==> config.mk <==
export PLATFORM = sky130hd
export DESIGN_NAME = mem_access_unit
export DESIGN_NICKNAME = d
export VERILOG_FILES = /design/src/rtl/mem_access_unit.sv
export SDC_FILE = /design/constraint.sdc
export NUM_CORES = 1
export LEC_CHECK = 0
export ABC_AREA = 0
export BUFFER_PORTS_ARGS = -buffer_cell sky130_fd_sc_hd__buf_2
export CAP_MARGIN = 20
export CORE_AREA = 5 5 177 179
export CTS_CLUSTER_SIZE = 12
export DETAILED_ROUTE_END_ITERATION = 10
export DIE_AREA = 0 0 182 184
export PLACE_DENSITY = 0.52
export SKIP_LAST_GASP = 1
export SYNTH_ARGS = -nofsm -noshare
export SYNTH_HDL_FRONTEND = slang
export SYNTH_SLANG_ARGS = --single-unit
==> constraint.sdc <==
create_clock -name CLK -period 2.7 [get_ports CLK]
set_clock_uncertainty 0.15 [all_clocks]
set_input_delay 0 -clock CLK [delete_from_list [all_inputs] [get_ports CLK]]
set_output_delay 0 -clock CLK [all_outputs]
set_load 0.1 [all_outputs]
==> src/rtl/mem_access_unit.sv <==
// Memory-stage access unit: forwards one request at a time to a selected channel,
// waits for its acknowledge (or a timeout) and reports completion with a one-cycle DONE.
module mem_access_unit #(
  parameter int unsigned DATA_W  = 48,
  parameter int unsigned ADDR_W  = 48,
  parameter int unsigned N_CH    = 4,
  parameter int unsigned TIMEOUT = 255
) (
  input  logic                     CLK,
  input  logic                     RESET,
  input  logic                     REQ_VALID,
  input  logic                     REQ_WE,
  input  logic [2:0]               REQ_CH,
  input  logic [ADDR_W-1:0]        REQ_ADDR,
  input  logic [DATA_W-1:0]        REQ_WDATA,
  output logic                     STALL,
  output logic                     DONE,
  output logic                     ERR,
  output logic [DATA_W-1:0]        RD_DATA,
  output logic [7:0]               ERR_CNT,
  output logic [N_CH-1:0]          CH_REQ,
  output logic                     CH_WE,
  output logic [ADDR_W-1:0]        CH_ADDR,
  output logic [DATA_W-1:0]        CH_WDATA,
  input  logic [N_CH-1:0]          CH_ACK,
  input  logic [N_CH*DATA_W-1:0]   CH_RDATA
);

  localparam int unsigned CH_W = (N_CH > 1) ? $clog2(N_CH) : 1;

  typedef enum logic [1:0] {StIdle, StWait, StDone} state_e;

  state_e              state_q, state_d;
  logic [15:0]         cnt_q, cnt_d;
  logic [N_CH-1:0]     ch_req_q, ch_req_d;
  logic                we_q, we_d;
  logic [ADDR_W-1:0]   addr_q, addr_d;
  logic [DATA_W-1:0]   wdata_q, wdata_d;
  logic [CH_W-1:0]     sel_q, sel_d;
  logic                done_q, done_d;
  logic                err_q, err_d;
  logic [DATA_W-1:0]   rd_data_q, rd_data_d;
  logic [7:0]          err_cnt_q, err_cnt_d;

  logic                req_ok;
  logic                ack_sel;
  logic [DATA_W-1:0]   rdata_sel;
  logic [N_CH-1:0]     req_onehot;

  assign req_ok = (32'(REQ_CH) < N_CH);

  // Only the latched channel's ACK and data are ever looked at.
  always_comb begin
    ack_sel   = 1'b0;
    rdata_sel = '0;
    for (int i = 0; i < int'(N_CH); i++) begin
      if (sel_q == CH_W'(i)) begin
        ack_sel   = CH_ACK[i];
        rdata_sel = CH_RDATA[i*DATA_W +: DATA_W];
      end
    end
  end

  always_comb begin
    req_onehot = '0;
    for (int i = 0; i < int'(N_CH); i++) begin
      if (REQ_CH == 3'(i)) req_onehot[i] = 1'b1;
    end
  end

  always_comb begin
    state_d   = state_q;
    cnt_d     = cnt_q;
    ch_req_d  = ch_req_q;
    we_d      = we_q;
    addr_d    = addr_q;
    wdata_d   = wdata_q;
    sel_d     = sel_q;
    done_d    = 1'b0;
    err_d     = 1'b0;
    rd_data_d = rd_data_q;
    err_cnt_d = err_cnt_q;
    case (state_q)
      StIdle: begin
        if (REQ_VALID) begin
          if (req_ok) begin
            state_d  = StWait;
            cnt_d    = '0;
            ch_req_d = req_onehot;
            we_d     = REQ_WE;
            addr_d   = REQ_ADDR;
            wdata_d  = REQ_WDATA;
            sel_d    = REQ_CH[CH_W-1:0];
          end else begin
            state_d = StDone;
            done_d  = 1'b1;
            err_d   = 1'b1;
            if (err_cnt_q != 8'hFF) err_cnt_d = err_cnt_q + 8'd1;
          end
        end
      end
      StWait: begin
        // ACK wins over a timeout landing on the same cycle.
        if (ack_sel) begin
          state_d  = StDone;
          ch_req_d = '0;
          done_d   = 1'b1;
          if (!we_q) rd_data_d = rdata_sel;
        end else if (cnt_q == 16'(TIMEOUT - 1)) begin
          state_d  = StDone;
          ch_req_d = '0;
          done_d   = 1'b1;
          err_d    = 1'b1;
          if (!we_q) rd_data_d = '0;
          if (err_cnt_q != 8'hFF) err_cnt_d = err_cnt_q + 8'd1;
        end else begin
          cnt_d = cnt_q + 16'd1;
        end
      end
      StDone:  state_d = StIdle;
      default: state_d = StIdle;
    endcase
  end

  always_ff @(posedge CLK) begin
    if (!RESET) begin
      state_q   <= StIdle;
      cnt_q     <= '0;
      ch_req_q  <= '0;
      we_q      <= 1'b0;
      addr_q    <= '0;
      wdata_q   <= '0;
      sel_q     <= '0;
      done_q    <= 1'b0;
      err_q     <= 1'b0;
      rd_data_q <= '0;
      err_cnt_q <= '0;
    end else begin
      state_q   <= state_d;
      cnt_q     <= cnt_d;
      ch_req_q  <= ch_req_d;
      we_q      <= we_d;
      addr_q    <= addr_d;
      wdata_q   <= wdata_d;
      sel_q     <= sel_d;
      done_q    <= done_d;
      err_q     <= err_d;
      rd_data_q <= rd_data_d;
      err_cnt_q <= err_cnt_d;
    end
  end

  // While reset is held the unit behaves as if idle.
  assign STALL = RESET ? (((state_q == StIdle) && REQ_VALID) || (state_q == StWait)) : REQ_VALID;

  assign DONE     = done_q;
  assign ERR      = err_q;
  assign RD_DATA  = rd_data_q;
  assign ERR_CNT  = err_cnt_q;
  assign CH_REQ   = ch_req_q;
  assign CH_WE    = we_q;
  assign CH_ADDR  = addr_q;
  assign CH_WDATA = wdata_q;

endmodule

==> flow_summary.yaml <==
outcome:
  outcome: "complete, no violations"
global_routing:
  track_usage_pct: 18.5
  antenna_found_initial: 7
  gr-total-overflow: 0
  use_met2_pct: 32.3
  grt_util_met3_pct: 5.58
  grt_max_degree: 78
  gr-usage-met1_pct: 21.6
  grt_pass1_vias: 9036
  grt_pass1_wl_mm: 50.0
  top_usage_layer: "met2"
cts:
  cts_tree: "done"
  insertion_delay_ns: 0.43
  cts_resized: 0
  postCtsSetupBuffers: 0
  cts_buffers: 17
  cts_buffer_depth: 2
  root_buffer: "clkbuf_16"
  ctsHtreeMaxLevel: 4
  cts_hold_buf: 209
  cts.sinks: 179
  clkSlewWorstSetupHoldPaths_ns: 0.07
worst_setup_path:
  start_kind: "flop"
  crit_arrival_ns: 2.64
  required_ns: 2.91
  end_kind: "flop"
  crit_type: "flop to flop"
  path_max_fanout: 24
  rrSetupSlack_ns: 0.27
detailed_routing:
  viasPerCell: 4.61
  detail-route-antenna-nets: 0
  wire_per_inst_um: 17.0
  route.detailed.drc: 0
  drtIter0Drc: 339
  drt-pass1-iter-count: 4
  wirelength_mm: 32.8
  via_count: 8893
floorplan:
  row_count: 63
  die_area_sq_um: 33500
  pin_count: 459
  dieHeight_um: 184
  core-area_sq_um: 29400
  start_util_pct: 28.0
  die_x_um: 182
logic_synthesis:
  synthArstFlopShare_pct: 0
  synth_top_cell_area_share_pct: 43.5
  synth_fp_nets: 1199
  syn-cell-area_sq_um: 8240
  synth_enable_flop_cells: 0
  yosys.area.top_type: "dfxtp_1"
  yosysUniqueCellTypes: 40
  yosysSeqAreaShare_pct: 43.5
  ys.flop_type: "dfxtp_1"
  synth_area_leaders: "dfxtp_1, a21boi_0, mux4_2"
  yosys_warnings: 0
  ys_ff_latch: 179
  syn_avg_cell_area_sq_um: 9.18
  syn_inst: 897
placed_design:
  port_buffers: 458
  placed_area_sq_um: 10900
  gpl.final_weighted_congestion: 0.835
  hpwl_mm: 23.6
sta:
  hold_violations: 0
  period_minus_slack_ns: 2.43
  drv_slew: 0
  fin_crit_sh_pct: 90.0
  max_slew_margin_pct: 50.4
  worstMarginPinSlew_ns: 0.735
  setup_viol: 0
  rsz0062_at_grt: "false"
  fmax_mhz: 412
  finalSetupTns_ns: 0
cells_and_area:
  design_area_sq_um: 13600
  drive_gt1_share_pct: 36.6
  area_delta_synth_final_pct: 65.5
  fin_nets: 1825
job:
  max_cap_viol_count: 0
min_path:
  hp-class: "input pin to flop"
pwr:
  leakagePower_nw: 5.89
  max-vdd-ir-drop_uv: 300
  powerDensity_nw_per_um2: 527
==> area by class of cell <==
type,count,area (sq um)
diodes,5,12.5
clock buffers,18,429
clock inverters,14,163
fillers,2827,15800
inverters,4,15.0
multi-input cells,640,4370
flip-flops and latches,179,3590
well taps,390,488
repair buffers,681,4570
==> power by group <==
part / internal [mW] / switching, mW / leakage (nW)
sequential: 2.74 / 0.0550 / 1.46
clock: 1.25 / 1.26 / 0.290
combinational: 0.681 / 1.19 / 4.14
==> metrics by stage <==
step | hold slack [ns] | cells | power (mW) | worst slack (ns) | utilization [%]
global route | 0.0564 | 1931 | 7.52 | 0.0385 | 46.4
floorplan | -0.00508 | 897 | 3.98 | 0.442 | -
detailed placement | 0.107 | 1685 | 4.44 | 0.420 | 37.2
global placement | 0.0996 | 1685 | 4.44 | 0.434 | 37.2
finish | 0.0372 | 1931 | 7.18 | 0.271 | 46.4
CTS | 0.0132 | 1926 | 7.30 | 0.322 | 46.3
==> logic make-up after synthesis <==
| family | Yosys count | share of synthesized area (%) |
|---|---|---|
| buf+inv | 78 | 3.84 |
| simple gates | 399 | 21.1 |
| mux | 60 | 14.7 |
| flops | 179 | 43.5 |
| xor+xnor | 15 | 1.59 |
| compound gates | 163 | 14.8 |
| fa+ha+maj | 3 | 0.456 |
==> worst max-delay path, cell delays in order (launching register included) <==
cell and delay [ns]:
dfxtp_1 0.32, nor2b_1 0.18, nor2b_1 0.34, nor2b_4 0.25, buf_4 0.29, nand2_1 0.10, a21boi_0 0.17, dlygate4sd3_1 0.57
==> worst paths after layout <==
kind | start | to | depth (start not counted)
setup / recovery | state_q[0]$_SDFFE_PN0P_ | sel_q[1]$_SDFFE_PN0P_ | 7
hold / removal | CH_RDATA[0] | RD_DATA[0]$_SDFFE_PN0P_ | 4
setup reg to reg | state_q[0]$_SDFFE_PN0P_ | sel_q[1]$_SDFFE_PN0P_ | 7
hold reg to reg | CH_ADDR[43]$_SDFFE_PN0P_ | CH_ADDR[43]$_SDFFE_PN0P_ | 2
==> per-layer routing <==
| metal | share of wire [%] | vias up |
|---|---|---|
| li1 | - | 4359 |
| met1 | 39 | 4135 |
| met2 | 50 | 348 |
| met3 | 8.0 | 47 |
| met4 | 2.7 | 4 |
| met5 | 0.064 | - |
==> cell usage in the layout (no fill, tap or decap), types with 6 or more instances in the layout <==
cell type / synthesis / layout
buf_2: 7 / 457
nand2_1: 263 / 263
dlygate4sd3_1: 0 / 209
dfxtp_1: 179 / 177
a21boi_0: 147 / 147
nand3_1: 66 / 66
mux4_2: 49 / 49
nor2_1: 18 / 17
clkbuf_16: 0 / 17
xor2_1: 10 / 10
mux2i_1: 10 / 10
nand2b_1: 10 / 9
buf_4: 0 / 9
nand4_1: 7 / 7
and3_1: 6 / 6
buf_12: 0 / 6
==> synth_stat cells, drive strengths merged, types with 5 or more instances <==
library cell / count
a21boi: 148
a21oi: 5
and3: 6
buf: 15
clkbuf: 59
dfxtp: 179
mux2i: 10
mux4: 49
nand2: 263
nand2b: 10
nand3: 66
nand4: 7
nor2: 19
nor3: 5
nor4: 5
xnor2: 5
xor2: 10
==> registers in the layout (all words and copies together), names as in the netlist <==
| register | count |
|---|---|
| CH_ADDR | 48 |
| CH_REQ | 4 |
| CH_WDATA | 48 |
| CH_WE | 1 |
| DONE | 1 |
| ERR | 1 |
| ERR_CNT | 8 |
| RD_DATA | 48 |
| cnt_q | 16 |
| sel_q | 2 |
| state_q | 2 |
Power figures use the tool's default switching activity.
